`src/rtl/ysyx_22041207_axi_rd_resp_pkg.sv`:
```
// Shared definitions for the AXI-style read responder and its sibling units
// (fetch, load/store): default memory window, read FSM state encoding, the
// packed read-request record, and small helpers for lane masking and window
// checks.
package ysyx_22041207_axi_rd_resp_pkg;

  localparam logic [63:0] MEM_BASE_DEFAULT = 64'h0000_0000_8000_0000;
  localparam logic [63:0] MEM_SIZE_DEFAULT = 64'h0000_0000_0800_0000;

  // Read FSM encoding, shared verbatim with the fetch and load/store units.
  localparam logic [1:0] ST_IDLE = 2'd0;
  localparam logic [1:0] ST_WAIT = 2'd1;
  localparam logic [1:0] ST_RESP = 2'd2;

  typedef struct packed {
    logic [63:0] addr;
    logic [7:0]  mask;
  } rd_req_t;

  localparam int unsigned REQ_W = $bits(rd_req_t);

  // Keep only the bytes whose mask bit is set.
  function automatic logic [63:0] lane_mask(input logic [63:0] data,
                                            input logic [7:0]  mask);
    logic [63:0] res;
    res = '0;
    for (int unsigned b = 0; b < 8; b++) begin
      if (mask[b]) res[8*b +: 8] = data[8*b +: 8];
    end
    return res;
  endfunction

  // Subtract-then-compare so base+size never has to be formed (no wrap).
  function automatic logic in_window(input logic [63:0] addr,
                                     input logic [63:0] base,
                                     input logic [63:0] size);
    return (addr >= base) && ((addr - base) < size);
  endfunction

endpackage

```
`src/rtl/ysyx_22041207_req_slot.sv`:
```
// One-entry request buffer used as the responder's pending slot.
// Ports: clk, rst (async, active-high), push/push_data load the entry,
// pop empties it, full flags an occupied entry, data is the stored request.
// Push takes priority over pop; the owner never issues both at once.
module ysyx_22041207_req_slot
  import ysyx_22041207_axi_rd_resp_pkg::*;
(
  input  logic             clk,
  input  logic             rst,
  input  logic             push,
  input  logic             pop,
  input  logic [REQ_W-1:0] push_data,
  output logic             full,
  output logic [REQ_W-1:0] data
);

  always_ff @(posedge clk or posedge rst) begin
    if (rst) begin
      full <= 1'b0;
      data <= '0;
    end else if (push) begin
      full <= 1'b1;
      data <= push_data;
    end else if (pop) begin
      full <= 1'b0;
    end
  end

endmodule

```
`src/rtl/ysyx_22041207_axi_rd_resp.sv`:
```
// Fixed-latency read responder in front of a combinational backing memory.
// Ports: clk/rst (async, active-high); rx_r_valid_i/rx_r_ready_o with
// rx_r_addr_i/rx_r_size_i form the address channel; rx_data_valid/
// rx_data_ready with rx_data_read_o/rx_resp_err form the response channel;
// mem_rd_en_o/mem_addr_o/mem_rdata_i reach the backing memory.
// One request is in flight, a second may wait in the pending slot.
module ysyx_22041207_axi_rd_resp
  import ysyx_22041207_axi_rd_resp_pkg::*;
#(
  parameter int unsigned LATENCY  = 2,
  parameter logic [63:0] MEM_BASE = MEM_BASE_DEFAULT,
  parameter logic [63:0] MEM_SIZE = MEM_SIZE_DEFAULT
) (
  input  logic        clk,
  input  logic        rst,
  input  logic        rx_r_valid_i,
  output logic        rx_r_ready_o,
  input  logic [63:0] rx_r_addr_i,
  input  logic [7:0]  rx_r_size_i,
  output logic        rx_data_valid,
  input  logic        rx_data_ready,
  output logic [63:0] rx_data_read_o,
  output logic        rx_resp_err,
  output logic        mem_rd_en_o,
  output logic [63:0] mem_addr_o,
  input  logic [63:0] mem_rdata_i
);

  localparam logic [3:0] CNT_START = 4'(LATENCY - 1);

  logic [1:0]       state;
  logic [3:0]       cnt;
  logic [63:0]      cur_addr;
  logic [7:0]       cur_mask;

  logic             slot_full;
  logic             slot_push;
  logic             slot_pop;
  logic [REQ_W-1:0] slot_data;
  rd_req_t          slot_req;
  rd_req_t          new_req;

  logic             accept;
  logic             resp_hs;
  logic             fire;
  logic             cur_ok;

  assign rx_r_ready_o = !rst && ((state == ST_IDLE) || !slot_full);
  assign accept       = rx_r_valid_i && rx_r_ready_o;
  assign resp_hs      = rx_data_valid && rx_data_ready;
  assign fire         = (state == ST_WAIT) && (cnt == '0);
  assign cur_ok       = in_window(cur_addr, MEM_BASE, MEM_SIZE);
  assign mem_rd_en_o  = fire && cur_ok;
  assign mem_addr_o   = {cur_addr[63:3], 3'b000};

  assign new_req.addr = rx_r_addr_i;
  assign new_req.mask = rx_r_size_i;
  assign slot_req     = rd_req_t'(slot_data);

  // A new address bypasses the slot when it arrives in IDLE, or in RESP on
  // the same edge the response is taken (slot is necessarily empty then,
  // since a full slot drops ready). Otherwise it parks in the slot.
  assign slot_push = accept && (state != ST_IDLE) && !((state == ST_RESP) && resp_hs);
  assign slot_pop  = (state == ST_RESP) && resp_hs && slot_full;

  ysyx_22041207_req_slot u_slot (
    .clk       (clk),
    .rst       (rst),
    .push      (slot_push),
    .pop       (slot_pop),
    .push_data (new_req),
    .full      (slot_full),
    .data      (slot_data)
  );

  always_ff @(posedge clk or posedge rst) begin
    if (rst) begin
      state          <= ST_IDLE;
      cnt            <= '0;
      cur_addr       <= '0;
      cur_mask       <= '0;
      rx_data_valid  <= 1'b0;
      rx_data_read_o <= '0;
      rx_resp_err    <= 1'b0;
    end else begin
      case (state)
        ST_IDLE: begin
          if (accept) begin
            cur_addr <= rx_r_addr_i;
            cur_mask <= rx_r_size_i;
            cnt      <= CNT_START;
            state    <= ST_WAIT;
          end
        end
        ST_WAIT: begin
          if (cnt == '0) begin
            rx_data_read_o <= cur_ok ? lane_mask(mem_rdata_i, cur_mask) : '0;
            rx_resp_err    <= !cur_ok;
            rx_data_valid  <= 1'b1;
            state          <= ST_RESP;
          end else begin
            cnt <= cnt - 4'd1;
          end
        end
        ST_RESP: begin
          if (resp_hs) begin
            rx_data_valid <= 1'b0;
            if (slot_full) begin
              cur_addr <= slot_req.addr;
              cur_mask <= slot_req.mask;
              cnt      <= CNT_START;
              state    <= ST_WAIT;
            end else if (accept) begin
              cur_addr <= rx_r_addr_i;
              cur_mask <= rx_r_size_i;
              cnt      <= CNT_START;
              state    <= ST_WAIT;
            end else begin
              state <= ST_IDLE;
            end
          end
        end
        default: state <= ST_IDLE;
      endcase
    end
  end

endmodule

```
`config.mk`:
```
export PLATFORM = sky130hd
export DESIGN_NAME = ysyx_22041207_axi_rd_resp
export DESIGN_NICKNAME = d
export VERILOG_FILES = /design/src/rtl/ysyx_22041207_axi_rd_resp_pkg.sv /design/src/rtl/ysyx_22041207_req_slot.sv /design/src/rtl/ysyx_22041207_axi_rd_resp.sv
export SDC_FILE = /design/constraint.sdc
export NUM_CORES = 1
export LEC_CHECK = 0
export BUFFER_PORTS_ARGS = -buffer_cell sky130_fd_sc_hd__buf_2
export CORE_ASPECT_RATIO = 0.7
export CORE_MARGIN = 1.5
export CORE_UTILIZATION = 31
export DETAILED_ROUTE_END_ITERATION = 10
export PLACE_DENSITY = 0.55
export REMOVE_ABC_BUFFERS = 1
export SKIP_LAST_GASP = 1
export SLEW_MARGIN = 20
export SYNTH_ARGS = -nofsm -noshare
export SYNTH_HDL_FRONTEND = slang
export SYNTH_SLANG_ARGS = --single-unit
```
`constraint.sdc`:
```
create_clock -name clk -period 10.3 [get_ports clk]
set_input_delay 1.03 -clock clk [delete_from_list [all_inputs] [get_ports clk]]
set_output_delay 1.03 -clock clk [all_outputs]
set_load 0.01 [all_outputs]
```
==> metrics.txt <==
status complete, no violations; Final Critical Period 4.06 ns; Mapped Area 0.0103 mm2; power per standard cell area 268 mW/mm2; Comb power frac 33.0%; Slew headroom 26.9%; vias 7610; Crit. End Element primary output; Clk pwr share 24.8%; Int Power 0.00206 W; wire per inst 17.2 um; Post-CTS Setup Inserts 0; Final Total Pwr 0.00329 W; hpwl dp 18000 um; Setup violations, final 0; first-pass GRT wire length 42900 um; drt pass-1 iters 5; Net Sw Power 0.00123 W; Worst Tran Pin Value 1.10 ns; initial core utilization 31.7%; critical path type reg2out; Yosys Warn Count 0; Finished Cell Area 0.0123 mm2; Overall Global Routing Usage 15.6%; post-synthesis cell type count 52; Die W 221 um; data arrival time of the worst path 3.03 ns; Die ar. 0.0344 mm2; RSZ-0062 raised after global routing false; switching share of power 37.3%; core box area 0.0326 mm2; most common flop cell mapped by yosys dfrtp_1; number of flops mapped to enable cells by yosys 0; drt via density 4.81; commonest non-fill, non-tap cells in the layout buf_2, dfrtp_1, nand2_1; initial antenna violation count 5; H-tree Lvls 1; TritonCTS clock tree done; Peak Freq 247 MHz; Remaining DRCs 0; Ports 272; number of buffers created by CTS 23; hold path cells 2; drt total wl 27300 um; startpoint types flop; asr flop ratio synth 100%; Slew Viols, Final 0; CTS root buf clkbuf_16; Sink Count 211; Post-Syn Instances 963; layout cell share with drive strength beyond 1 37.8%; Flop pwr share 42.2%; crit share post-route 39.4%; number of synthesized register bits 211; Hold WC Path Type reg2reg; Synth Area per Inst 10.7 um2; Routed Antenna Nets 0; nets 1284; max_cap viols 0; Peak VDD IR 134 uV; pin count of the biggest net entering global routing 93; DP Area 0.0115 mm2; Fin. Hold Viols 0; skew final 0.0229 ns; Leakage Power 6.02 nW; Port-buffer cells 265; gpl congestion 0.796; Worst-Skew Late Latency 0.52 ns; Worst Reg-to-Reg Cells 9; register area share after synthesis 51.1%; num rows 55; Critical Path RT 9.27 ns; Crit Path Max Fanout 12; WHS 0.468 ns; CTS resizes 0; DRT iter0 DRCs 459; r2r setup slk 6.86 ns; # hold bufs at CTS 0; clk slew on worst S/H paths 0.06 ns; Overflow after GRT 0; Die Ht 156 um; Longest Clk Path Bufs 3; commonest non-fill, non-tap cell in the layout buf_2; vias in the first global route 7596; Area Overhead vs Synth 18.9%
## metal layers
metal  up-vias  global-route usage, %  routed length (um)
met1      3693                   21.6               12900
met4         2                   3.35                 449
met2       215                   23.6               11700
li1       3666                      -                   -
met5         -                      0                   7
met3        34                   5.03                2250
## worst max-delay path, cell delays in order (launching register included)
cell and delay (ns):
dfrtp_1 0.52, inv_1 0.11, ha_1 0.22, nor3b_2 0.48
nand4_1 0.22, o21a_1 0.24, nor3_1 0.16, nand3_1 0.11
a211oi_1 0.24, buf_2 0.19
## synthesized netlist by cell type (3+ instances only)
| library cell | instances | share of area (%) |
|---|---|---|
| dfrtp_1 | 211 | 51 |
| a21oi_1 | 79 | 3.8 |
| mux2i_1 | 71 | 6.9 |
| nor2b_1 | 3 | 0.18 |
| o31ai_2 | 50 | 6.1 |
| o31ai_1 | 17 | 1.2 |
| nand4_1 | 7 | 0.42 |
| nand2_1 | 143 | 5.2 |
| nor2_1 | 80 | 2.9 |
| nor4_1 | 12 | 0.73 |
| nor3b_1 | 5 | 0.36 |
| inv_1 | 11 | 0.40 |
| nor4b_1 | 3 | 0.25 |
| nand2b_1 | 3 | 0.18 |
| buf_2 | 8 | 0.39 |
| a211oi_1 | 3 | 0.22 |
| mux2_2 | 69 | 7.5 |
| nor3_1 | 7 | 0.34 |
| or4_1 | 3 | 0.22 |
| clkbuf_1 | 45 | 1.6 |
| buf_6 | 6 | 0.65 |
| buf_4 | 65 | 4.7 |
| a211o_1 | 3 | 0.25 |
| ha_1 | 7 | 0.85 |
| o21ai_0 | 11 | 0.53 |
| buf_1 | 3 | 0.11 |
| nand3_1 | 6 | 0.29 |
## logic make-up (layout without fill, tap and decap cells)
group,Yosys count,count (layout),synth area share (%)
AND/OR/NAND/NOR,284,284,12.1
flip-flops,211,211,51.1
AO/OA/AOI/OAI,180,180,13.5
multiplexers,140,140,14.4
buffers and inverters,138,325,7.91
adder cells (fa/ha/maj),7,7,0.848
XOR/XNOR,2,2,0.170
other,1,6,0.0363
## power groups by stage
stage	Combinational [W]	Sequential, W	Clock [W]
finish	0.00109	0.00139	0.000816
global route	0.00121	0.00144	0.000875
CTS	0.00111	0.00139	0.000848
detailed placement	0.00110	0.00140	0
global placement	0.00108	0.00139	0
floorplan	0.000747	0.00138	0
## sequential cells by signal, summed over array words and instances, names as in the netlist
signal and cells:
state 2, u_slot.full 1, u_slot.data 69, cur_mask 8
rx_resp_err 1, cur_addr 61, rx_data_read_o 64, rx_data_valid 1
cnt 4
## cell type report
type | count | area, um2
Sequential cell | 211 | 5280
Fill cell | 3262 | 20300
Inverter | 11 | 48.8
Clock inverter | 4 | 26.3
Clock buffer | 36 | 714
Antenna cell | 3 | 7.51
Multi-Input combinational cell | 616 | 4280
Tap cell | 427 | 534
Timing Repair Buffer | 274 | 1390
## worst paths after layout
kind / to / start
worst max-delay path: mem_rd_en_o / cur_addr[31]$_DFFE_PP0P_
worst min-delay path: rx_data_read_o[52]$_DFFE_PP0P_ / rx_data_read_o[52]$_DFFE_PP0P_
worst max register to register: rx_data_read_o[49]$_DFFE_PP0P_ / cur_addr[31]$_DFFE_PP0P_
worst min register to register: rx_data_read_o[52]$_DFFE_PP0P_ / rx_data_read_o[52]$_DFFE_PP0P_
max in group asynchronous: rx_data_read_o[23]$_DFFE_PP0P_ / rst
min in group asynchronous: u_slot.data[7]$_DFFE_PP0P_ / rst
## per-stage QoR
step | utilization (%) | std cells | setup slack [ns] | setup TNS, ns
2_1_floorplan | - | 838 | -1.17 | -80.71
3_3_place_gp | 35.4 | 1539 | 6.62 | 0
3_5_place_dp | 35.4 | 1539 | 6.56 | 0
4_1_cts | 37.7 | 1579 | 6.24 | 0
5_1_grt | 37.7 | 1580 | 6.02 | 0
6_report | 37.7 | 1582 | 6.24 | 0
No activity file was read; power rests on OpenSTA's default activity.
